File: src/rtl/rob_pkg.sv
// rob_pkg: shared types and constants for the reorder buffer / commit stage.
//   rob_entry_t : one ROB slot (valid, done, tag, rd, wen, pc, data)
//   ROB_IDX_W   : index width derived from ROB_DEPTH
//   TAG_NONE    : idle RS/CDB tag, shared with the RS and CDB code
package rob_pkg;
  localparam int ROB_DEPTH = 8;
  localparam int ROB_TAG_W = 8;
  localparam int ROB_XLEN  = 32;
  localparam int ROB_IDX_W = (ROB_DEPTH > 1) ? $clog2(ROB_DEPTH) : 1;

  localparam logic [ROB_TAG_W-1:0] TAG_NONE = '0;

  typedef struct packed {
    logic                valid;
    logic                done;
    logic [ROB_TAG_W-1:0] tag;
    logic [4:0]          rd;
    logic                wen;
    logic [ROB_XLEN-1:0] pc;
    logic [ROB_XLEN-1:0] data;
  } rob_entry_t;
endpackage

File: src/rtl/rob_tag_match.sv
// rob_tag_match: DEPTH-wide tag comparator. Produces a one-hot hit vector of
// the open (valid & !done) entries whose tag equals tag_i. Tag 0 is the idle
// value and never hits.
//   tag_i  : tag to search for (CDB rs_num, or an issue/recovery tag)
//   open_i : per-entry valid & !done
//   tags_i : per-entry stored tag
//   hit_o  : per-entry match (at most one set while the RS invariant holds)
module rob_tag_match #(
  parameter int DEPTH = 8,
  parameter int TAG_W = 8
) (
  input  logic [TAG_W-1:0]            tag_i,
  input  logic [DEPTH-1:0]            open_i,
  input  logic [DEPTH-1:0][TAG_W-1:0] tags_i,
  output logic [DEPTH-1:0]            hit_o
);
  for (genvar i = 0; i < DEPTH; i++) begin : g_lane
    assign hit_o[i] = open_i[i] & (|tag_i) & (tags_i[i] == tag_i);
  end
endmodule

File: src/rtl/rob_commit.sv
// rob_commit: in-order reorder buffer and commit stage fed by the CDB.
// Issue allocates at the tail, CDB broadcasts complete entries by RS tag,
// and completed entries retire from the head one per cycle.
//   clk, rst            : clock, synchronous active-low reset
//   alloc_*             : issue-side allocation handshake and entry fields
//   cdb_rs_num/cdb_data : result broadcast (tag 0 = idle)
//   commit_*            : head-entry retirement handshake and fields
//   rob_count           : occupied entries
// Optional: define ROB_COMMIT_BYPASS_EN to let a CDB broadcast that hits the
// head retire it in the same cycle (zero-cycle CDB-to-commit latency).
// TAG_W and XLEN must match the widths rob_pkg uses for rob_entry_t.
module rob_commit
  import rob_pkg::*;
#(
  parameter int DEPTH = ROB_DEPTH,
  parameter int TAG_W = ROB_TAG_W,
  parameter int XLEN  = ROB_XLEN
) (
  input  logic                       clk,
  input  logic                       rst,
  input  logic                       alloc_valid,
  output logic                       alloc_ready,
  input  logic [TAG_W-1:0]           alloc_tag,
  input  logic [4:0]                 alloc_rd,
  input  logic                       alloc_wen,
  input  logic [XLEN-1:0]            alloc_pc,
  input  logic [TAG_W-1:0]           cdb_rs_num,
  input  logic [XLEN-1:0]            cdb_data,
  output logic                       commit_valid,
  input  logic                       commit_ready,
  output logic [4:0]                 commit_rd,
  output logic                       commit_wen,
  output logic [XLEN-1:0]            commit_data,
  output logic [XLEN-1:0]            commit_pc,
  output logic [TAG_W-1:0]           commit_tag,
  output logic [$clog2(DEPTH):0]     rob_count
);
  localparam int IDX_W = (DEPTH > 1) ? $clog2(DEPTH) : 1;
  localparam int CNT_W = $clog2(DEPTH) + 1;

  rob_entry_t       ent_q [DEPTH];
  rob_entry_t       ent_d [DEPTH];
  logic [IDX_W-1:0] head_q, head_d, tail_q, tail_d;
  logic [CNT_W-1:0] count_q, count_d;

  logic [DEPTH-1:0]            open;
  logic [DEPTH-1:0][TAG_W-1:0] tags;
  logic [DEPTH-1:0]            cdb_hit;
  rob_entry_t                  hd;
  logic                        byp, alloc_fire, commit_fire;

  always_comb begin
    for (int i = 0; i < DEPTH; i++) begin
      open[i] = ent_q[i].valid & ~ent_q[i].done;
      tags[i] = ent_q[i].tag;
    end
  end

  rob_tag_match #(.DEPTH(DEPTH), .TAG_W(TAG_W)) u_cdb_match (
    .tag_i (cdb_rs_num),
    .open_i(open),
    .tags_i(tags),
    .hit_o (cdb_hit)
  );

  assign hd          = ent_q[head_q];
  assign alloc_ready = (count_q != CNT_W'(DEPTH));
  assign alloc_fire  = alloc_valid & alloc_ready;

`ifdef ROB_COMMIT_BYPASS_EN
  // A hit implies the head is valid & !done, so it can retire on the
  // broadcast value directly.
  assign byp = cdb_hit[head_q];
`else
  assign byp = 1'b0;
`endif

  assign commit_valid = hd.valid & (hd.done | byp);
  assign commit_fire  = commit_valid & commit_ready;

  always_comb begin
    commit_rd   = '0;
    commit_wen  = 1'b0;
    commit_data = '0;
    commit_pc   = '0;
    commit_tag  = '0;
    if (commit_valid) begin
      commit_rd   = hd.rd;
      commit_wen  = hd.wen & (hd.rd != 5'd0);
      commit_data = byp ? cdb_data : hd.data;
      commit_pc   = hd.pc;
      commit_tag  = hd.tag;
    end
  end

  always_comb begin
    ent_d   = ent_q;
    head_d  = head_q;
    tail_d  = tail_q;
    count_d = count_q;
    for (int i = 0; i < DEPTH; i++) begin
      if (cdb_hit[i]) begin
        ent_d[i].done = 1'b1;
        ent_d[i].data = cdb_data;
      end
    end
    // Commit clears after the CDB update so a bypassed head leaves no
    // stale done bit behind.
    if (commit_fire) begin
      ent_d[head_q].valid = 1'b0;
      ent_d[head_q].done  = 1'b0;
      head_d              = head_q + 1'b1;
    end
    // The tail slot is free whenever alloc fires, so it cannot take a CDB
    // hit this cycle: a same-cycle matching tag belongs to an older entry.
    if (alloc_fire) begin
      ent_d[tail_q].valid = 1'b1;
      ent_d[tail_q].done  = 1'b0;
      ent_d[tail_q].tag   = alloc_tag;
      ent_d[tail_q].rd    = alloc_rd;
      ent_d[tail_q].wen   = alloc_wen;
      ent_d[tail_q].pc    = alloc_pc;
      ent_d[tail_q].data  = '0;
      tail_d              = tail_q + 1'b1;
    end
    if (alloc_fire && !commit_fire)      count_d = count_q + 1'b1;
    else if (!alloc_fire && commit_fire) count_d = count_q - 1'b1;
  end

  always_ff @(posedge clk) begin
    if (!rst) begin
      for (int i = 0; i < DEPTH; i++) ent_q[i] <= '0;
      head_q  <= '0;
      tail_q  <= '0;
      count_q <= '0;
    end else begin
      ent_q   <= ent_d;
      head_q  <= head_d;
      tail_q  <= tail_d;
      count_q <= count_d;
    end
  end

  assign rob_count = count_q;

`ifndef SYNTHESIS
  logic [DEPTH-1:0] alloc_hit;

  rob_tag_match #(.DEPTH(DEPTH), .TAG_W(TAG_W)) u_alloc_match (
    .tag_i (alloc_tag),
    .open_i(open),
    .tags_i(tags),
    .hit_o (alloc_hit)
  );

  // Reissue of a tag whose older holder broadcasts in this same cycle is
  // legal: the RS entry frees and is reassigned on the same edge.
  always_ff @(posedge clk) begin
    if (rst) begin
      assert (!(alloc_fire && alloc_tag == TAG_NONE))
        else $error("rob_commit: allocation with idle tag");
      assert (!(alloc_fire && (|alloc_hit) && cdb_rs_num != alloc_tag))
        else $error("rob_commit: allocation with tag %0h still in flight", alloc_tag);
      if (cdb_rs_num != TAG_NONE && count_q != '0 && !(|cdb_hit))
        $warning("rob_commit: stale CDB tag %0h", cdb_rs_num);
    end
  end
`endif
endmodule

File: config.mk
export PLATFORM = sky130hd
export DESIGN_NAME = rob_commit
export DESIGN_NICKNAME = d
export VERILOG_FILES = /design/src/rtl/rob_pkg.sv /design/src/rtl/rob_tag_match.sv /design/src/rtl/rob_commit.sv
export SDC_FILE = /design/constraint.sdc
export NUM_CORES = 2
export LEC_CHECK = 0
export CORE_MARGIN = 3
export CORE_UTILIZATION = 55
export DETAILED_ROUTE_END_ITERATION = 10
export GPL_TIMING_DRIVEN = 0
export HOLD_SLACK_MARGIN = 0.08
export PLACE_DENSITY = 0.75
export RECOVER_POWER = 25
export SLEW_MARGIN = 20
export SYNTH_ARGS = -nofsm -noshare
export SYNTH_HDL_FRONTEND = slang
export SYNTH_HIERARCHICAL = 1
export SYNTH_SLANG_ARGS = --single-unit
File: constraint.sdc
create_clock -name clk -period 3.2 [get_ports clk]
set_clock_uncertainty 0.05 [all_clocks]
set_input_delay 0.32 -clock clk [delete_from_list [all_inputs] [get_ports clk]]
set_output_delay 0.32 -clock clk [all_outputs]
set_load 0.01 [all_outputs]
==> results.yml <==
final_layout:
  drive_gt1_frac: 0.149
  layout_commonest_cell: "nand2_1"
  fin_area_um2: 35600
  final_nets: 3767
  final_cell_mix: "nand2_1, dfxtp_1, nor2_1"
  syn2layout_area_growth_pct: 23.9
routing:
  wire_per_inst_um: 30.0
  vias: 29673
  routed_wl_um: 132000
  viasPerCell: 6.73
  remaining_drc_errors: 7
  first_iter_violations: 5463
  first_pass_iters: 11
  ant_nets: 0
critical_path:
  crit_family: "buffers and inverters"
  worstPathMaxFanout: 8
  slowest_delay_ps: 360
  critical_path.startpoint_type: "register"
  crit_chain: "buf_6, buf_6, mux2i_1, a21oi_1, o211ai_1, or2_1, buf_6, buf_12, buf_12, a211oi_4, buf_2"
  cp-end-kind: "output pin"
  arrival_ps: 3150
  path_class: "register to output pin"
  crit_top_cell: "buf_6"
  cp.required_ps: 2830
  worst-path-buf-inv: 6
  critPathSlowestCell: "a211oi_4"
global_route:
  busiest_layer: "met2"
  antenna_found_initial: 14
  grt_util_met2: 0.615
  grt-ovfl-total: 0
  track_usage: 0.436
  grt_pass1_vias: 27554
  grt_max_degree: 16
  met3_usage: 0.202
  met1_usage: 0.509
  grt_pass1_wl_um: 180000
timing:
  post-route-period-util: 1.10
  finalSetupViolCount: 72
  max_freq_mhz: 284
  fin_crit_ps: 3520
  max-slew-margin-rel: 0.215
  hold_viol: 0
  tns_ps: -6920
  rsz0062_at_grt: "true"
  fin_ws_ps: -325
  worstMarginPinSlew_ps: 1180
  final_max_slew_viol_count: 0
clocking:
  cts_root_buf: "clkbuf_16"
  cts-htree-levels: 3
  cts.path.max_buffers: 3
  clock_sinks: 650
  clk_pin_slew_worst_paths_ps: 70
  cts_buffers: 68
  tritoncts: "built"
  clk_latency_ps: 640
die:
  row_count: 83
  initial_core_util: 0.559
  die-area_um2: 55100
  fp.coreArea_um2: 51500
  die_w_um: 235
  die_y_um: 235
  ios: 174
logic_synthesis:
  synth.yosys.seq_area_share: 0.452
  yosys_warnings: 6
  synthArstFlopShare: 0
  syn_inst: 3366
  ys.flop_type: "dfxtp_1"
  syn_area_um2: 28800
  ys_types: 55
  syn-num-nets: 3462
  synth_edf_count: 0
  ys_ff_latch: 650
  syn_avg_cell_area_um2: 8.55
pwr:
  p_per_area_nw_per_um2: 510
  share_comb_of_total_power: 0.086
  worst_ir_drop_vdd_mv: 0.381
  leakage_nw: 12.5
  internal_power_mw: 13.5
  switching_share: 0.255
  p_clk_frac: 0.454
  switchingPower_mw: 4.64
  p_seq_frac: 0.460
min_path:
  hp-class: "input pin to register"
placed_design:
  pre_cts_ws_ps: -386
  dp_hpwl_um: 78500
  dpl-instance-area_um2: 30500
  gp_congestion: 1.04
  io_buffer_count: 86
flow_run:
  cap_violations: 0
status:
  violations: "design-rule violations, negative setup slack"
  status: "finished with violations"
stage by stage:
step	utilization	hold slack, ps	std cells	power (mW)
5_1_grt	0.692	102	4403	18.4
4_1_cts	0.677	80.1	4354	17.9
6_report	0.692	69.7	4408	18.2
2_1_floorplan	-	382	3366	9.38
3_3_place_gp	0.592	390	4132	9.83
3_5_place_dp	0.592	394	4133	9.88
worst min-delay path, delay by kind of cell:
kind	cells	cell delay (ps)
buf+inv	1	170
simple gates	1	50
mux	1	170
power by group through the flow:
stage	clock [mW]	combinational, mW	sequential [mW]
floorplan	0	0.869	8.51
CTS	8.08	1.42	8.35
global placement	0	1.31	8.52
finish	8.25	1.56	8.36
global route	8.45	1.59	8.37
detailed placement	0	1.34	8.53
Yosys cell counts (8+ instances only):
cell      count  area share
o21ai_0      20      0.0035
buf_1        84       0.011
nor4_1        8      0.0017
nor3_1       10      0.0017
a21boi_1    120       0.031
mux2_2        9      0.0035
mux2i_1     276       0.096
clkbuf_1    124       0.016
xnor2_1      68       0.021
nor2b_1      19      0.0041
a31oi_1       8      0.0017
dfxtp_1     650        0.45
inv_1        13      0.0017
buf_4        17      0.0044
a211oi_1     10      0.0026
buf_6        42       0.016
a21oi_1       9      0.0016
nand3_1      16      0.0028
nand2_1     766        0.10
buf_2        84       0.015
or4_1        67       0.017
nor2_1      348       0.045
a21boi_0    250       0.065
nand4_1       9      0.0020
o22ai_1     273       0.059
metal layers:
layer | routed length [µm] | part of all wire | vias up
met5 | 215 | 0.0016 | -
met2 | 53200 | 0.40 | 2779
met4 | 13600 | 0.10 | 20
met3 | 22300 | 0.17 | 937
li1 | - | - | 12063
met1 | 43000 | 0.32 | 13874
flip-flops by register name (all words and copies together), names as in the netlist:
signal,count
ent_q,640
head_q,3
rob_count,4
tail_q,3
kinds of logic (layout without fill, tap and decap cells):
kind of cell	Yosys count	count (layout)	share of synthesized area
DFF	650	650	0.452
AOI/OAI and AO/OA	710	710	0.171
xor gates and xnor gates	68	68	0.0207
adders and majority gates	6	6	0.00287
and+or+nand+nor	1277	1278	0.184
buffers and inverters	364	716	0.0643
other	0	9	0
muxes	291	291	0.104
cell type report:
class	instances	area [µm²]
buffer	351	2760
multi-input combinational	2353	14400
clock buffer	95	2030
clock inverter	23	230
timing repair buffer	234	2300
tap	680	851
fill	3826	15900
inverter	13	51.3
sequential	650	13000
antenna	9	22.5
path summary, 6_finish.rpt:
path | startpoint | slack [ps] | to | cells past startpoint
max | head_q[1]$_SDFFE_PN0P_ | -320 | commit_wen | 11
max reg2reg | head_q[1]$_SDFFE_PN0P_ | -20 | rob_count[3]$_SDFFE_PN0P_ | 15
min reg2reg | ent_q[465]$_SDFFE_PN0P_ | 400 | ent_q[465]$_SDFFE_PN0P_ | 2
min | cdb_data[3] | 70 | ent_q[163]$_SDFF_PN0_ | 3
timing repair:
action | 4_1_cts | 5_1_grt
gates resized for setup | 460 | 204
hold buffers | 47 | 0
hold endpoints to repair | 313 | 0
setup buffers | 50 | 39
pin swaps | 24 | 19
endpoints found under the setup margin | 80 | 79
gates cloned | 6 | 6
Power figures use the tool's default switching activity.
